### src/rtl/spi_pkg.sv
// spi_pkg: state encoding, frame width and mode constants shared by the SPI master
package spi_pkg;
  typedef enum logic [2:0] {
    IDLE  = 3'd0,
    SETUP = 3'd1,
    XFER  = 3'd2,
    HOLD  = 3'd3,
    DONE  = 3'd4
  } spi_state_t;
  localparam int SPI_DATA_WIDTH = 8;
  localparam bit CPOL = 1'b0;
  localparam bit CPHA = 1'b0;
  localparam bit LSB_FIRST = 1'b1;
endpackage

### src/rtl/spi_clk_div.sv
// spi_clk_div: one-cycle tick on the last SCLK cycle of each sck half-period
module spi_clk_div #(
  parameter int CLK_DIV = 2
) (
  input  logic SCLK,
  input  logic reset,
  input  logic en,
  output logic tick
);
  localparam int CW = $clog2(CLK_DIV) + 1;
  logic [CW-1:0] cnt;
  assign tick = en && (cnt == CW'(CLK_DIV - 1));
  always_ff @(posedge SCLK or posedge reset)
    if (reset) cnt <= '0;
    else cnt <= (!en || tick) ? '0 : cnt + 1'b1;
endmodule

### src/rtl/spi_master.sv
// spi_master: mode 0, LSB-first SPI initiator with start/busy/done handshake
module spi_master
  import spi_pkg::*;
#(
  parameter int DATA_WIDTH = SPI_DATA_WIDTH,
  parameter int CLK_DIV    = 2
) (
  input  logic                  SCLK,
  input  logic                  reset,
  input  logic                  start,
  input  logic [DATA_WIDTH-1:0] tx_data,
  output logic [DATA_WIDTH-1:0] rx_data,
  output logic                  busy,
  output logic                  done,
  output logic                  sck,
  output logic                  cs_n,
  output logic                  mosi,
  input  logic                  miso
);
  localparam int BW = $clog2(DATA_WIDTH + 1);
  spi_state_t state;
  logic [DATA_WIDTH-1:0] tx_shift, rx_shift;
  logic [BW-1:0] bit_cnt;
  logic div_en, tick;
  assign div_en = (state == SETUP) || (state == XFER) || (state == HOLD);
  spi_clk_div #(.CLK_DIV(CLK_DIV)) u_div (
    .SCLK (SCLK),
    .reset(reset),
    .en   (div_en),
    .tick (tick)
  );
  // bit_cnt counts falling sck edges; the half-period after the last one keeps sck low before HOLD
  always_ff @(posedge SCLK or posedge reset) begin
    if (reset) begin
      state    <= IDLE;
      tx_shift <= '0;
      rx_shift <= '0;
      bit_cnt  <= '0;
      rx_data  <= '0;
      busy     <= 1'b0;
      done     <= 1'b0;
      sck      <= 1'b0;
      cs_n     <= 1'b1;
      mosi     <= 1'b0;
    end else begin
      case (state)
        IDLE: if (start) begin
          tx_shift <= tx_data;
          cs_n     <= 1'b0;
          mosi     <= tx_data[0];
          busy     <= 1'b1;
          bit_cnt  <= '0;
          state    <= SETUP;
        end
        SETUP: if (tick) begin
          sck      <= 1'b1;
          rx_shift <= {miso, rx_shift[DATA_WIDTH-1:1]};
          state    <= XFER;
        end
        XFER: if (tick) begin
          if (bit_cnt == BW'(DATA_WIDTH)) state <= HOLD;
          else if (sck) begin
            sck     <= 1'b0;
            bit_cnt <= bit_cnt + 1'b1;
            if (bit_cnt != BW'(DATA_WIDTH - 1)) begin
              tx_shift <= tx_shift >> 1;
              mosi     <= tx_shift[1];
            end
          end else begin
            sck      <= 1'b1;
            rx_shift <= {miso, rx_shift[DATA_WIDTH-1:1]};
          end
        end
        HOLD: if (tick) begin
          cs_n    <= 1'b1;
          mosi    <= 1'b0;
          done    <= 1'b1;
          rx_data <= rx_shift;
          state   <= DONE;
        end
        DONE: begin
          done  <= 1'b0;
          busy  <= 1'b0;
          state <= IDLE;
        end
        default: state <= IDLE;
      endcase
    end
  end
endmodule

### config.mk
export PLATFORM = sky130hd
export DESIGN_NAME = spi_master
export DESIGN_NICKNAME = d
export VERILOG_FILES = /design/src/rtl/spi_pkg.sv /design/src/rtl/spi_clk_div.sv /design/src/rtl/spi_master.sv
export SDC_FILE = /design/constraint.sdc
export NUM_CORES = 1
export LEC_CHECK = 0
export BUFFER_PORTS_ARGS = -buffer_cell sky130_fd_sc_hd__buf_4
export CAP_MARGIN = 40
export CELL_PAD_IN_SITES_DETAIL_PLACEMENT = 0
export CELL_PAD_IN_SITES_GLOBAL_PLACEMENT = 1
export CORE_MARGIN = 2
export CORE_UTILIZATION = 44
export DETAILED_ROUTE_END_ITERATION = 8
export PLACE_DENSITY_LB_ADDON = 0.1
export SYNTH_ARGS = -nofsm -noshare
export SYNTH_HDL_FRONTEND = slang
export SYNTH_SLANG_ARGS = --single-unit
export TNS_END_PERCENT = 50
### constraint.sdc
create_clock -name SCLK -period 4.35 [get_ports SCLK]
set_input_delay 0.2175 -clock SCLK [delete_from_list [all_inputs] [get_ports SCLK]]
set_output_delay 0.2175 -clock SCLK [all_outputs]
set_load 0.01 [all_outputs]
==> run summary, run 1 <==
Post-Route Setup TNS: 0 ns
placed insts: 210
delay-heaviest family, CP: simple AND/OR/NAND/NOR gates
Syn Nets: 158
Ys Warns: 0
Critical path buffers and inverters: 0
fin area: 1990 um2
CTS tree: built
first-pass GRT wire length: 5460 um
post-CTS setup buffers: 0
largest area contributor in the netlist: dfrtp_1
adder-cell share of the synthesized area: 2.22%
die height: 66.1 um
post-synthesis sequential area ratio: 54.7%
Crit path required time: 4.52 ns
WHS: 0.0398 ns
diodes inserted: 0
Num CTS Buffers: 5
Nets: 184
critical path's largest stage delay: 0.68 ns
slew of the pin with the lowest slew margin: 0.679 ns
Mapped Area: 1690 um2
Synth Register Bits: 37
Min-Delay Path Class: primary input to asynchronous set/reset pin
Synth top area share: 53.2%
core area: 3690 um2
post-synthesis compound-gate area fraction: 13.4%
arrival time at the worst endpoint: 2.32 ns
total power: 1.39 mW
Power Density: 699 nW/um2
total wire length: 3200 um
max-cap violations: 0
synth unique cells: 35
GR Overflow Total: 0
share of layout cells above drive strength 1: 30.8%
Post-DRT Antenna Nets: 0
Area growth, synth to finish: 17.7%
routed len/inst: 14.7 um
ys async rst share: 100%
# rows: 22
DR iter-0 viols: 29
Port Buffers: 24
fin crit share: 49.4%
initial antenna violation count: 0
Synth Instances: 143
Area contributors post-synth: dfrtp_1 53%, mux2_2 10%, a2bb2oi_1 3.6%
unrepaired setup endpoints after global routing: false
FMAX: 0.466 GHz
FF-to-FF setup slack: 2.20 ns
post-DR vias/cell: 5.41
Primary FF master, synth: dfrtp_1
EDFF count, synth: 0
leakage power: 0.911 nW
Die W: 66.1 um
Crit Path Category: flop to flop
post_cts resized: 0
Hold-fix buffers, CTS: 0
final slew viol count: 0
All-Layer GR Usage: 16.9%
clk buf depth: 2
Initial Utilization: 45.9%
first-pass iteration count of the detailed router: 4
relative slew slack: 54.7%
Die ar.: 4360 um2
Vias: 1175
CP endpoint kind: flop
CTS Root Cell: clkbuf_8
XOR/XNOR Fraction of Synth Area: 0.517%
worst skew pair latency: 0.29 ns
sinks on the clock net: 37
final hold vios: 0
simple-gate portion of the synthesized area: 13.1%
H-tree depth: 2
crit start category: flop
largest family of logic cells by synthesized area: compound AO/OA/AOI/OAI gates
vias in the first global route: 1186
worst-path maximum fanout: 18
mux contribution to synthesized area: 12.4%
crit path max-delay cell type: nor3b_4
final std cells w/o fill: 217
Worst-path clk slew: 0.07 ns
clk_skew: 0.00641 ns
largest net degree at the start of global routing: 38
setup violators final: 0
DP Area: 1910 um2
Avg Inst Size Synth: 11.8 um2
crit path cell chain: nor3b_4, nand2_1, nand3_2, mux2_2
Peak VDD IR: 0.349 mV
minimum clock period: 2.15 ns
GP Congestion: 0.720
outcome: finished, final reports clean
io pins: 25
Residual DRC: 0
dpl hpwl: 2210 um
-- per-layer routing --
metal	up-vias	share of wire, %	GRT usage [%]
met4	0	1.8	6.12
met5	-	0	0
li1	571	-	-
met2	20	51	28.2
met3	7	3.8	4.77
met1	577	43	21.0
-- cell usage after synthesis (3+ instances only) --
library cell,number
nand2_1,10
o22ai_1,6
mux2i_1,3
dfrtp_1,36
a2bb2oi_1,7
nor2_1,6
nand3b_1,6
inv_1,7
nor2b_1,4
o21ai_0,4
mux2_2,15
a21oi_1,7
buf_2,3
ha_1,3
-- final timing paths --
check	end	startpoint	depth (start not counted)
min in group SCLK	rx_shift[7]$_DFFE_PP0P_	miso	2
setup reg to reg	rx_shift[6]$_DFFE_PP0P_	state[1]$_DFFE_PP0P_	4
hold / removal	mosi$_DFFE_PP0P_	reset	3
max in group asynchronous	cs_n$_DFFE_PP1P_	reset	3
setup / recovery	rx_shift[6]$_DFFE_PP0P_	state[1]$_DFFE_PP0P_	4
hold reg to reg	u_div.cnt[0]$_DFF_PP0_	u_div.cnt[0]$_DFF_PP0_	1
-- worst reg2reg max path, stage by stage, from the launching register on --
cell	delay, ns
dfrtp_1	0.64
nor3b_4	0.68
nand2_1	0.14
nand3_2	0.20
mux2_2	0.36
-- cell type report --
type	count	area (um2)
Timing Repair Buffer	25	188
Inverter	7	26.3
Fill cell	337	1700
Multi-Input combinational cell	93	706
Clock buffer	7	86.3
Tap cell	48	60.1
Sequential cell	37	927
-- cell families (layout without fill, tap and decap cells) --
family / Yosys count / after routing
buffers and inverters: 13 / 39
adders and majority gates: 3 / 3
muxes: 19 / 19
DFF: 37 / 37
AOI/OAI and AO/OA: 33 / 33
xor gates and xnor gates: 1 / 1
and+or+nand+nor: 37 / 37
-- layout by cell type, fill, tap and decap left out, types with 3 or more instances in the layout --
master,n
dfrtp_1,36
buf_4,25
mux2_2,15
nand2_1,10
a2bb2oi_1,7
inv_1,7
a21oi_1,7
nand3b_1,6
nor2_1,6
o22ai_1,6
clkbuf_8,6
nor2b_1,4
o21ai_0,4
mux2i_1,3
ha_1,3
-- power breakdown --
part | switching (mW) | total [mW] | internal (mW)
Clock | 0.113 | 0.238 | 0.126
Sequential | 0.128 | 0.614 | 0.486
Combinational | 0.257 | 0.542 | 0.285
Total | 0.497 | 1.39 | 0.897
-- metrics by stage --
stage,worst slack (ns),utilization [%]
2_1_floorplan,2.73,-
3_3_place_gp,2.26,51.7
3_5_place_dp,2.21,51.7
4_1_cts,2.20,54.0
5_1_grt,2.00,54.0
6_report,2.20,54.0
-- registers in the layout, indices dropped and copies added, names as in the netlist --
signal	count
busy	1
rx_data	8
bit_cnt	4
cs_n	1
sck	1
state	3
u_div.cnt	2
done	1
tx_shift	7
mosi	1
rx_shift	8
Power figures use the tool's default switching activity.
==> inputs of run 2 (changes only) <==
--- a/config.mk
+++ b/config.mk
@@ -10,7 +10,7 @@
 export CELL_PAD_IN_SITES_DETAIL_PLACEMENT = 0
 export CELL_PAD_IN_SITES_GLOBAL_PLACEMENT = 1
 export CORE_MARGIN = 2
-export CORE_UTILIZATION = 44
+export CORE_UTILIZATION = 40
 export DETAILED_ROUTE_END_ITERATION = 8
 export PLACE_DENSITY_LB_ADDON = 0.1
 export SYNTH_ARGS = -nofsm -noshare
==> constraint.sdc (replaced) <==
create_clock -name SCLK -period 1.7 [get_ports SCLK]
set_input_delay 0.085 -clock SCLK [delete_from_list [all_inputs] [get_ports SCLK]]
set_output_delay 0.085 -clock SCLK [all_outputs]
set_load 0.01 [all_outputs]
==> run summary, run 2 (synthesis gave the netlist of run 1 again) <==
setup violators final: 0
worst-path maximum fanout: 8
crit path max-delay cell type: dfrtp_1
CP endpoint kind: flop
GP Congestion: 0.806
sinks on the clock net: 37
die height: 69.1 um
fillers: 367
Initial Utilization: 42.0%
Residual DRC: 0
CTS Root Cell: clkbuf_8
Post-DRT Antenna Nets: 0
clk buf depth: 2
first-pass GRT wire length: 6200 um
post-DR vias/cell: 5.25
Met1 Wirelength: 1730 um
# rows: 23
diodes inserted: 0
arrival time at the worst endpoint: 1.84 ns
Worst-path clk slew: 0.07 ns
Crit path required time: 1.88 ns
io pins: 25
relative slew slack: 56.3%
final hold vios: 0
H-tree depth: 2
slew of the pin with the lowest slew margin: 0.655 ns
max-cap violations: 0
Crit Path Category: flop to flop
Vias: 1245
dpl hpwl: 2600 um
first-pass iteration count of the detailed router: 4
FMAX: 0.600 GHz
routed len/inst: 15.3 um
delay-heaviest family, CP: flip-flops
Reg2Reg Depth: 6
crit start category: flop
total wire length: 3620 um
Power Density: 1830 nW/um2
clk_skew: 0.00439 ns
Num CTS Buffers: 5
share of layout cells above drive strength 1: 39.0%
top flop regs: rx_data: 8 flops, rx_shift: 8 flops, tx_shift: 7 flops
most frequent cells in the layout: 39 x buf_4, 36 x dfrtp_1, 14 x mux2_2, 10 x nand2_1
DR iter-0 viols: 111
routed length on met3: 152 um
fin crit share: 98.1%
WP depth: 6
worst skew pair latency: 0.29 ns
WHS: 0.0199 ns
Port Buffers: 24
Die ar.: 4770 um2
DR top layer: met4
largest net degree at the start of global routing: 17
crit path cell chain: inv_2, ha_1, nand3b_1, a21o_1, nand3_4, mux2_2
most common cell after layout, fill and taps aside: buf_4
Critical path buffers and inverters: 1
Hold Path Depth: 2
outcome: finished, final reports clean
metal2 WL: 1690 um
final slew viol count: 0
Die W: 69.1 um
Area growth, synth to finish: 28.8%
All-Layer GR Usage: 16.5%
critical path's largest stage delay: 0.42 ns
initial antenna violation count: 0
Post-Route Setup TNS: 0 ns
GR Overflow Total: 0
Worst Slack Setup Final: 0.0327 ns
CTS tree: built
Peak VDD IR: 0.687 mV
leakage power: 1.01 nW
vias in the first global route: 1261
post-place setup slack: -0.0106 ns
core area: 4030 um2
Nets: 201
minimum clock period: 1.67 ns
unrepaired setup endpoints after global routing: true
Min-Delay Path Class: primary input to flop
run 2: final cells by class:
cell class | instances | area (um2) | share of cell area [%]
clock inverter | 2 | 13.8 | 0.631
tap | 50 | 62.6 | 2.87
clock buffer | 6 | 82.6 | 3.78
timing repair buffer | 42 | 343 | 15.7
sequential | 37 | 927 | 42.5
inverter | 7 | 26.3 | 1.20
multi-input combinational | 93 | 727 | 33.3
run 2: through the flow:
stage | util [%] | instance area (um2) | power (mW) | instances
floorplan | - | 1690 | 2.59 | 143
global placement | 50.6 | 2040 | 3.22 | 226
detailed placement | 50.6 | 2040 | 3.28 | 226
CTS | 53.3 | 2150 | 3.94 | 235
global route | 54.2 | 2180 | 4.28 | 237
finish | 54.2 | 2180 | 3.99 | 237
run 2: repair_timing:
action,4_1_cts,5_1_grt
hold endpoints to repair,13,0
setup buffers,0,2
hold buffers,1,0
endpoints found under the setup margin,3,24
resized for setup,0,6
pin swaps,0,3
run 2: metal layers:
metal | GRT usage, % | up-vias
met4 | 6.75 | 0
met1 | 22.3 | 611
met3 | 5.12 | 6
met5 | 0 | -
met2 | 24.5 | 23
li1 | - | 605
run 2: path summary, 6_finish.rpt:
kind	start	slack (ns)	end
setup / recovery	bit_cnt[0]$_DFFE_PP0P_	0.03	rx_shift[2]$_DFFE_PP0P_
hold / removal	miso	0.02	rx_shift[7]$_DFFE_PP0P_
setup reg to reg	bit_cnt[0]$_DFFE_PP0P_	0.03	rx_shift[2]$_DFFE_PP0P_
hold reg to reg	u_div.cnt[0]$_DFF_PP0_	0.46	u_div.cnt[0]$_DFF_PP0_
max in group asynchronous	reset	0.70	rx_data[4]$_DFFE_PP0P_
min in group asynchronous	reset	0.45	rx_shift[5]$_DFFE_PP0P_
run 2: power breakdown:
group | internal (mW) | switching (mW)
Combinational | 0.977 | 0.851
Sequential | 1.24 | 0.273
Clock | 0.328 | 0.316
==> inputs of run 3 (changes only) <==
--- a/config.mk
+++ b/config.mk
@@ -5,13 +5,13 @@
 export SDC_FILE = /design/constraint.sdc
 export NUM_CORES = 1
 export LEC_CHECK = 0
-export BUFFER_PORTS_ARGS = -buffer_cell sky130_fd_sc_hd__buf_4
 export CAP_MARGIN = 40
 export CELL_PAD_IN_SITES_DETAIL_PLACEMENT = 0
 export CELL_PAD_IN_SITES_GLOBAL_PLACEMENT = 1
 export CORE_MARGIN = 2
-export CORE_UTILIZATION = 40
+export CORE_UTILIZATION = 44
 export DETAILED_ROUTE_END_ITERATION = 8
+export DONT_BUFFER_PORTS = 1
 export PLACE_DENSITY_LB_ADDON = 0.1
 export SYNTH_ARGS = -nofsm -noshare
 export SYNTH_HDL_FRONTEND = slang
==> run summary, run 3 (synthesis gave the netlist of run 1 again) <==
outcome: finished, final reports clean
minimum clock period: 1.64 ns
sinks on the clock net: 37
RR Startpoint: state[0]$_DFFE_PP0P_
vias in the first global route: 1216
GR Overflow Total: 0
dpl hpwl: 2450 um
most common cell after layout, fill and taps aside: dfrtp_1
final hold vios: 0
Die ar.: 4360 um2
clk buf depth: 2
All-Layer GR Usage: 17.4%
largest net degree at the start of global routing: 15
Hold Path Depth: 2
fin crit share: 96.4%
worst skew pair latency: 0.29 ns
GP Congestion: 0.833
# rows: 22
reg2reg end: tx_shift[6]$_DFFE_PP0P_
first-pass iteration count of the detailed router: 3
most frequent cells in the layout: 33 x dfrtp_1, 16 x buf_4, 15 x mux2_2, 10 x nand2_1, 7 x a2bb2oi_1
Residual DRC: 0
CTS Root Cell: clkbuf_8
final core utilization: 55.9%
top flop regs: rx_data: 8 flops, rx_shift: 8 flops, tx_shift: 7 flops
die height: 66.1 um
Vias: 1169
Power Density: 1920 nW/um2
total power: 3.96 mW
core area: 3690 um2
Num CTS Buffers: 5
DR iter-0 viols: 22
total wire length: 3440 um
WHS: 0.0472 ns
worst hold start: tx_data[2]
FMAX: 0.610 GHz
share of layout cells above drive strength 1: 33.7%
FF-to-FF setup slack: 0.06 ns
setup violators final: 0
max-cap violations: 0
Die W: 66.1 um
Nets: 180
Peak VDD IR: 0.888 mV
final slew viol count: 0
Min-Delay Path Class: primary input to flop
hold path endpoint: tx_shift[2]$_DFFE_PP0P_
leakage power: 0.903 nW
initial antenna violation count: 0
H-tree depth: 2
Initial Utilization: 45.9%
first-pass GRT wire length: 5590 um
routed len/inst: 16.1 um
slew of the pin with the lowest slew margin: 0.463 ns
Crit Path Category: flop to flop
Port Buffers: 0
unrepaired setup endpoints after global routing: true
CP endpoint kind: flop
fin area: 2060 um2
worst-path maximum fanout: 12
diodes inserted: 0
Area growth, synth to finish: 21.6%
post-DR vias/cell: 5.46
clk_skew: 0.00459 ns
arrival time at the worst endpoint: 1.81 ns
CTS tree: built
Reg2Reg Depth: 5
io pins: 25
relative slew slack: 69.1%
Worst-path clk slew: 0.08 ns
Post-Route Setup TNS: 0 ns
crit start category: flop
Crit path required time: 1.88 ns
DP Area: 1840 um2
Post-DRT Antenna Nets: 0
## run 3: changes by cell type in the layout (fill, tap and decap cells not counted), moves of 2 or more
cell | before | now
dfrtp_1 | 36 | 33
buf_4 | 39 | 16
buf_12 | 2 | 0
dlygate4sd3_1 | 1 | 4
dfrtp_2 | 0 | 3
## run 3: per-layer routing
metal | wire (um) | vias to the layer above | GRT usage, %
li1 | - | 565 | -
met5 | 0 | - | 0
met1 | 1530 | 586 | 20.9
met2 | 1750 | 13 | 28.8
met3 | 116 | 5 | 6.30
met4 | 44 | 0 | 5.87
## run 3: per-stage QoR
| step | std cells | setup WS [ns] |
|---|---|---|
| floorplan | 143 | 0.0826 |
| global placement | 201 | -0.00559 |
| detailed placement | 201 | -0.0110 |
| CTS | 213 | 0.0278 |
| global route | 214 | -0.0634 |
| finish | 214 | 0.0616 |
## run 3: area by class of cell
type / count / area, um2
clock inverters: 2 / 37.5
multi-input cells: 93 / 752
flip-flops and latches: 37 / 931
inverters: 7 / 26.3
repair buffers: 21 / 171
fillers: 329 / 1630
well taps: 48 / 60.1
clock buffers: 6 / 82.6
## run 3: critical path, stage by stage, from the launching register on
cell and delay, ns:
dfrtp_2 0.48, nor3b_4 0.27, buf_6 0.19, nand4_1 0.26, o22ai_1 0.22, a2bb2oi_1 0.09
## run 3: what timing repair did
action,in CTS,in global routing
pin swaps,1,5
buffers inserted,0,1
resized for setup,3,11
setup endpoints to repair,4,26
cloned,0,0
endpoints found under the hold margin,13,0
hold buffers,4,0
## run 3: worst max path at each step
stage                                 from                       to  depth (start not counted)
finish                state[0]$_DFFE_PP0P_  tx_shift[6]$_DFFE_PP0P_                          5
global route          state[1]$_DFFE_PP0P_  tx_shift[6]$_DFFE_PP0P_                          5
CTS                 u_div.cnt[1]$_DFF_PP0_   rx_data[1]$_DFFE_PP0P_                          5
detailed placement  u_div.cnt[1]$_DFF_PP0_  rx_shift[0]$_DFFE_PP0P_                          5
global placement    u_div.cnt[1]$_DFF_PP0_  rx_shift[0]$_DFFE_PP0P_                          5
floorplan           u_div.cnt[1]$_DFF_PP0_  rx_shift[0]$_DFFE_PP0P_                          6
## run 3: power by group
part	total (mW)	leakage (nW)	internal, mW	switching (mW)
registers	1.61	0.447	1.25	0.363
clock network	0.800	0.0574	0.477	0.323
logic	1.55	0.398	0.813	0.735
